===== config.mk =====
export PLATFORM = sky130hd
export DESIGN_NAME = prog_timer
export DESIGN_NICKNAME = d
export VERILOG_FILES = /design/src/rtl/prog_timer.sv
export SDC_FILE = /design/constraint.sdc
export NUM_CORES = 1
export LEC_CHECK = 0
export ABC_CLOCK_PERIOD_IN_PS = 2900
export CAP_MARGIN = 25
export CORE_ASPECT_RATIO = 2
export CORE_MARGIN = 2
export CORE_UTILIZATION = 35
export CTS_BUF_LIST = sky130_fd_sc_hd__clkbuf_16
export DETAILED_ROUTE_END_ITERATION = 6
export SLEW_MARGIN = 20
export SYNTH_ARGS = -nofsm -noshare
export SYNTH_HDL_FRONTEND = slang
export SYNTH_SLANG_ARGS = --single-unit

===== constraint.sdc =====
create_clock -name clk -period 2.9 [get_ports clk]
set_input_delay 0.29 -clock clk [delete_from_list [all_inputs] [get_ports clk]]
set_output_delay 0.29 -clock clk [all_outputs]
set_load 0.02 [all_outputs]

===== src/rtl/prog_timer.sv =====
// Programmable down-count timer: prescaler, one-shot/periodic, sticky irq. Optional `TIMER_PAUSE_EN adds a pause input.
// Latency: done pulses (L+1)*(P+1) clocks after the start edge; no backpressure, stop beats start beats pause.
module prog_timer #(
  parameter int WIDTH      = 16,
  parameter int PRESCALE_W = 8
) (
  input  logic                  clk,
  input  logic                  reset_n,
  input  logic                  start,
  input  logic                  stop,
  input  logic                  periodic,
  input  logic [WIDTH-1:0]      load_val,
  input  logic [PRESCALE_W-1:0] prescale,
  input  logic                  irq_clr,
`ifdef TIMER_PAUSE_EN
  input  logic                  pause,
`endif
  output logic                  busy,
  output logic                  done,
  output logic                  irq,
  output logic [WIDTH-1:0]      count
);

  typedef enum logic {IDLE, RUN} state_t;

  localparam logic [WIDTH-1:0]      CNT_ONE = WIDTH'(1);
  localparam logic [PRESCALE_W-1:0] PRE_ONE = PRESCALE_W'(1);

  state_t                  state, next_state;
  logic [PRESCALE_W-1:0]   pre_cnt;
  logic [WIDTH-1:0]        l_sh;
  logic [PRESCALE_W-1:0]   p_sh;
  logic                    per_sh;
  logic                    hold;
  logic                    tick;
  logic                    expire;

`ifdef TIMER_PAUSE_EN
  assign hold = pause;
`else
  assign hold = 1'b0;
`endif

  always_ff @(posedge clk or negedge reset_n) begin
    if (!reset_n) begin
      state <= IDLE;
      busy  <= 1'b0;
    end else begin
      state <= next_state;
      busy  <= (next_state == RUN);
    end
  end

  always_comb begin
    next_state = state;
    tick       = 1'b0;
    expire     = 1'b0;
    if (state == RUN && !hold) begin
      tick   = (pre_cnt == p_sh);
      expire = tick && (count == '0);
    end
    if (stop)
      next_state = IDLE;
    else if (start)
      next_state = RUN;
    else if (expire && !per_sh)
      next_state = IDLE;
  end

  // Stop freezes everything; a start on an expiry edge discards that expiry.
  always_ff @(posedge clk or negedge reset_n) begin
    if (!reset_n) begin
      count   <= '0;
      pre_cnt <= '0;
      l_sh    <= '0;
      p_sh    <= '0;
      per_sh  <= 1'b0;
      done    <= 1'b0;
    end else begin
      done <= 1'b0;
      if (!stop) begin
        if (start) begin
          count   <= load_val;
          pre_cnt <= '0;
          l_sh    <= load_val;
          p_sh    <= prescale;
          per_sh  <= periodic;
        end else if (state == RUN && !hold) begin
          if (tick) begin
            pre_cnt <= '0;
            if (expire) begin
              done <= 1'b1;
              if (per_sh)
                count <= l_sh;
            end else begin
              count <= count - CNT_ONE;
            end
          end else begin
            pre_cnt <= pre_cnt + PRE_ONE;
          end
        end
      end
    end
  end

  always_ff @(posedge clk or negedge reset_n) begin
    if (!reset_n)
      irq <= 1'b0;
    else if (expire && !stop && !start)
      irq <= 1'b1;
    else if (irq_clr)
      irq <= 1'b0;
  end

endmodule


==> impl_results.md, run 1 <==
* Worst setup EP type: flop
* GP Congestion at 0.791
* Max cap viols at 0
* Worst VDD drop at 324 uV
* HPWL Detailed at 5360 um
* Worst-Margin Slew at 0.693 ns
* Switch share at 32.7%
* Final #Nets at 406
* Initial core utilization at 36.1%
* Total core area at 8000 um^2
* Seq/Total Area, Yosys at 45.0%
* Syn avg cell area at 8.87 um^2
* Mapped Area at 2890 um^2
* Final Setup Violations at 0
* Setup Skew at 0.00454 ns
* P_leak at 1.65 nW
* # hold bufs at CTS at 0
* Gate power share at 25.5%
* Fraction of layout cells with a size suffix above 1 at 6.17%
* CP Class: flop to flop
* Overall Global Routing Usage at 18.9%
* Hold Path Class: input port to async pin
* Yosys cell types at 50
* Iter 0 DRT Violations at 114
* PostCTS Resize Cnt at 0
* Status: finished clean
* CTS tree: done
* CP startpoint kind: flop
* Antenna Nets Post-Route at 0
* Worst hold margin at 0.0969 ns
* Clock share of power at 27.2%
* Mapped Cells at 326
* CTS buffer count at 5
* Overall routed net length at 7690 um
* Post-synth top area share at 45.0%
* Worst setup path startpoint: count[1]
* Number of global-route vias before repair at 2,680
* Fin. max-slew vios at 0
* H-tree lvl count at 2
* Setup Slack @ Placement at 0.585 ns
* First-pass GRT wire length at 12,800 um
* Top post-synthesis cells by area: dfrtp_1, nand2_1, xor2_1, xnor2_1, mux2i_1
* Via count at 2,491
* N_diodes at 0
* Num Clock Sinks at 52
* Commonest cells post-synth: nand2_1, dfrtp_1, nor2_1
* Critical path arrival at 2.52 ns
* Rel. slew slack at 53.8%
* Placed instance area at 3470 um^2
* Worst-skew pair later-pin latency at 0.29 ns
* Die height at 133 um
* RSZ-0062 raised after global routing: false
* PortBufs at 48
* Cell area after layout at 3600 um^2
* P&R area growth vs syn at 24.7%
* Reg clk slew, reported paths at 0.06 ns
* Power per cell area at 579 nW/um^2
* Pint at 1.40 mW
* Drt via density at 5.31
* Fin crit period at 2.30 ns
* Final hold viol count at 0
* Seq cells post-synth at 52
* Clock Root Buffer: clkbuf_16
* Synth warn at 0
* Largest net degree at the start of global routing at 53
* Post-CTS setup buffers at 0
* Syn_nets at 359
* Worst-path fanout max at 8
* Post-synth EDFFs at 0
* Horiz. Die Dim at 68.3 um
* Peak Freq at 0.435 GHz
* NetSw at 0.682 mW
* DRC at 0
* Seq pwr share at 47.3%
* Total power at 2.09 mW
* Routed wire per std cell at 16.4 um
* Reg2reg start: count[1]
* Final worst slack at 0.600 ns
* Rows at 46
* Clock buffer depth at 2
* Setup TNS at 0 ns
* Drt pass-1 iters at 6
* CP required at 3.11 ns
* Grt ovf at 0
* Ports at 49
* Most frequent cell after synthesis: nand2_1
* Yosys top cell by area: dfrtp_1
* Initial antenna violation count at 0
* Main flop type after synthesis: dfrtp_1
* Asr flop ratio synth at 100%
* Die Footprint at 9040 um^2
* Final worst-path cycle share at 79.3%
==> worst paths after layout <==
path | end | slack, ns | cells after the start
setup / recovery | count[15] | 0.60 | 9
hold / removal | l_sh[9] | 0.1 | 2
setup reg to reg | count[15] | 0.60 | 9
hold reg to reg | l_sh[4] | 0.48 | 2
max in group asynchronous | p_sh[4] | 2.31 | 2
min in group clk | l_sh[4] | 0.48 | 2
==> layout by cell type, fill, tap and decap left out, types with 4 or more instances in the layout <==
| master | instances |
|---|---|
| o21ai_1 | 9 |
| nor3_1 | 8 |
| buf_4 | 9 |
| nand4_1 | 8 |
| xnor2_1 | 9 |
| o21a_1 | 6 |
| a211o_1 | 5 |
| inv_1 | 9 |
| xor2_1 | 11 |
| nand2_1 | 101 |
| a31oi_1 | 4 |
| clkdlybuf4s50_1 | 47 |
| mux2i_1 | 6 |
| clkbuf_16 | 5 |
| nor2_1 | 16 |
| a32oi_1 | 4 |
| dfrtp_1 | 52 |
| a21oi_1 | 5 |
| o211ai_1 | 7 |
| nand3_1 | 5 |
==> power by group through the flow <==
stage	Combinational [mW]	Sequential, mW	Clock [mW]
after floorplan	0.271	1.01	0
after CTS	0.539	0.988	0.588
final	0.532	0.987	0.567
after global placement	0.527	0.999	0
after detailed placement	0.535	0.999	0
after global routing	0.592	1.01	0.610
==> metrics by stage <==
| step | utilization [%] | std cells |
|---|---|---|
| floorplan | - | 326 |
| global placement | 43.4 | 462 |
| CTS | 45.1 | 469 |
| global route | 45.1 | 469 |
| detailed placement | 43.4 | 462 |
| finish | 45.1 | 469 |
==> cell type report <==
cell class	count	area, um^2
clock buffers	5	125
multi-input cells	249	1480
clock inverters	2	8.76
fillers	798	4400
flip-flops and latches	52	1300
repair buffers	57	543
inverters	8	30.0
well taps	96	120
==> registers in the layout, indices dropped and copies added, names as in the netlist <==
name and count:
per_sh 1, pre_cnt 8, count 16, p_sh 8, done 1, state 1, l_sh 16, irq 1
==> cells by family (layout without fill, tap and decap cells) <==
family / Yosys count / after routing / share of synthesized area (%)
AOI/OAI and AO/OA: 54 / 54 / 13.9
adders and majority gates: 3 / 3 / 1.30
DFF: 52 / 52 / 45.0
and+or+nand+nor: 166 / 166 / 27.7
buffers and inverters: 25 / 72 / 3.98
muxes: 6 / 6 / 2.08
xor gates and xnor gates: 20 / 20 / 6.06
==> critical path, stage by stage, from the launching register on <==
cell and delay, ns:
dfrtp_1 0.45, inv_1 0.13, ha_1 0.22, nor4b_1 0.25, nand4_1 0.14, nand4bb_1 0.24, buf_4 0.21, nand2b_1 0.29
o22ai_1 0.14, a31oi_1 0.16
==> per-layer routing <==
layer	share of wire, %	vias to the layer above	global-route usage (%)	routed length [um]
li1	-	1218	-	-
met4	3.6	0	9.67	274
met1	38	1205	21.3	2940
met2	55	53	32.6	4250
met5	0	-	0	0
met3	2.9	15	2.98	224
(Power assumes the default switching activity.)
==> run 2, diff against run 1 <==
--- a/config.mk
+++ b/config.mk
@@ -5,7 +5,7 @@
 export SDC_FILE = /design/constraint.sdc
 export NUM_CORES = 1
 export LEC_CHECK = 0
-export ABC_CLOCK_PERIOD_IN_PS = 2900
+export ABC_CLOCK_PERIOD_IN_PS = 1800
 export CAP_MARGIN = 25
 export CORE_ASPECT_RATIO = 2
 export CORE_MARGIN = 2
==> constraint.sdc (replaced) <==
create_clock -name clk -period 1.8 [get_ports clk]
set_input_delay 0.18 -clock clk [delete_from_list [all_inputs] [get_ports clk]]
set_output_delay 0.18 -clock clk [all_outputs]
set_load 0.02 [all_outputs]
==> impl_results.md, run 2 (same netlist as run 1, synthesis figures left out) <==
* Worst-Margin Slew at 0.410 ns
* Initial antenna violation count at 0
* Setup Skew at 0.00738 ns
* P_leak at 2.06 nW
* First-pass GRT wire length at 14,000 um
* CTS buffer count at 5
* Total core area at 8000 um^2
* Worst VDD drop at 529 uV
* Fin crit period at 1.97 ns
* Max cap viols at 0
* HPWL Detailed at 6060 um
* Initial core utilization at 36.1%
* Via count at 2,819
* Setup Slack @ Placement at -0.254 ns
* Grt ovf at 0
* Overall Global Routing Usage at 20.6%
* Overall routed net length at 8560 um
* Rows at 46
* Hold Path Class: input port to async pin
* Rel. slew slack at 72.7%
* Drt via density at 5.24
* DRC at 0
* Final Setup Violations at 16
* Die Footprint at 9040 um^2
* Reg2reg start: count[12]
* Cell area after layout at 4380 um^2
* Fraction of layout cells with a size suffix above 1 at 28.1%
* Finished Core Util at 54.7%
* Failing checks: setup timing
* Reg clk slew, reported paths at 0.07 ns
* Horiz. Die Dim at 68.3 um
* Power per cell area at 897 nW/um^2
* Final hold viol count at 0
* Number of global-route vias before repair at 2,876
* Die height at 133 um
* Met2 usage at 36.0%
* Seq pwr share at 38.4%
* N_diodes at 0
* R2r setup slk at -0.17 ns
* Routed wire per std cell at 15.9 um
* Met1 usage at 23.5%
* Clock Root Buffer: clkbuf_16
* Worst-path fanout max at 6
* Critical path arrival at 2.15 ns
* CTS tree: done
* Clock buffer depth at 2
* Switch share at 31.5%
* P&R area growth vs syn at 51.4%
* Fin. max-slew vios at 0
* Gate power share at 33.6%
* NetSw at 1.24 mW
* Worst-skew pair later-pin latency at 0.30 ns
* GP Congestion at 0.865
* CP required at 1.98 ns
* CP Class: flop to flop
* Placed instance area at 3940 um^2
* Final worst-path cycle share at 109%
* Largest net degree at the start of global routing at 53
* Iter 0 DRT Violations at 137
* Drt pass-1 iters at 5
* Final worst slack at -0.165 ns
* Most frequent cells in the layout: nand2_1, buf_4, clkdlybuf4s50_1, dfrtp_1, nor2_1
* Regs by FF count: count x16, l_sh x16
* Most common cell after layout, fill and taps aside: nand2_1
* Pint at 2.69 mW
* Peak Freq at 0.509 GHz
* Status: finished with violations
* RSZ-0062 raised after global routing: true
* Worst setup EP type: flop
* H-tree lvl count at 2
* Gr busiest metal: met2
* CP startpoint kind: flop
* Antenna Nets Post-Route at 0
* PortBufs at 48
* Ports at 49
* Num Clock Sinks at 52
* Final #Nets at 474
* Worst setup path startpoint: count[12]
* Clock share of power at 28.0%
* M3 GR Usage at 3.49%
==> run 2: cell count changes in the layout (fill, tap and decap cells not counted), sizes merged <==
cell,delta
buf,+65
clkbuf,+2
bufinv,+1
clkinvlp,+1
dlygate4sd3,+1
inv,-1
==> run 2: worst max-delay path: stages, from the launching register on <==
cell,delay [ns]
dfrtp_1,0.41
nor4_4,0.38
nand4_1,0.14
nand4bb_1,0.23
buf_6,0.17
clkbuf_16,0.15
mux2i_1,0.15
o211ai_1,0.09
o21a_1,0.12
==> run 2: layout make-up <==
cell class,count,area (um^2)
multi-input combinational,249,1610
fill,707,3620
clock buffer,5,125
timing repair buffer,125,1140
tap,96,120
inverter,8,30.0
clock inverter,3,42.5
sequential,52,1310
==> run 2: repair_timing <==
item,CTS,global route
endpoints found under the setup margin,16,25
hold buffers,1,0
hold endpoints to repair,52,0
resized for setup,14,13
gates cloned,1,2
pin swaps,8,4
setup buffers,8,3
==> run 2: metal layers <==
| layer | part of all wire (%) | up-vias |
|---|---|---|
| li1 | - | 1358 |
| met5 | 0 | - |
| met4 | 4.1 | 0 |
| met1 | 36 | 1360 |
| met3 | 3.3 | 30 |
| met2 | 56 | 71 |
==> run 2: per-stage QoR <==
stage | setup TNS (ns) | hold WS [ns] | total power, mW | cells
after floorplan | -0.633 | -0.116 | 2.09 | 326
after global placement | -4.85 | 0.199 | 2.72 | 516
after detailed placement | -5.10 | 0.199 | 2.74 | 516
after CTS | -1.40 | 0.395 | 3.93 | 534
after global routing | -4.01 | 0.404 | 4.16 | 538
final | -2.00 | 0.396 | 3.93 | 538
==> run 2: power groups by stage <==
stage               registers, mW  logic (mW)  clock network, mW
finish                       1.51        1.32               1.10
global route                 1.53        1.44               1.19
CTS                          1.50        1.29               1.13
detailed placement           1.52        1.23                  0
global placement             1.51        1.21                  0
floorplan                    1.64       0.450                  0
==> run 2: path summary, 6_finish.rpt <==
kind | endpoint | cells after the start
setup reg to reg | count[2] | 8
hold / removal | p_sh[4] | 3
max in group asynchronous | count[11] | 3
min in group clk | p_sh[4] | 3
setup / recovery | count[2] | 8
hold reg to reg | l_sh[5] | 2
==> run 3, diff against run 2 <==
--- a/config.mk
+++ b/config.mk
@@ -10,7 +10,7 @@
 export CORE_ASPECT_RATIO = 2
 export CORE_MARGIN = 2
 export CORE_UTILIZATION = 35
-export CTS_BUF_LIST = sky130_fd_sc_hd__clkbuf_16
+export CTS_BUF_LIST = sky130_fd_sc_hd__clkbuf_4 sky130_fd_sc_hd__clkbuf_8 sky130_fd_sc_hd__clkbuf_16
 export DETAILED_ROUTE_END_ITERATION = 6
 export SLEW_MARGIN = 20
 export SYNTH_ARGS = -nofsm -noshare
==> results of run 3 <==
The final DEF is identical to that of run 2; final timing and power are the same.
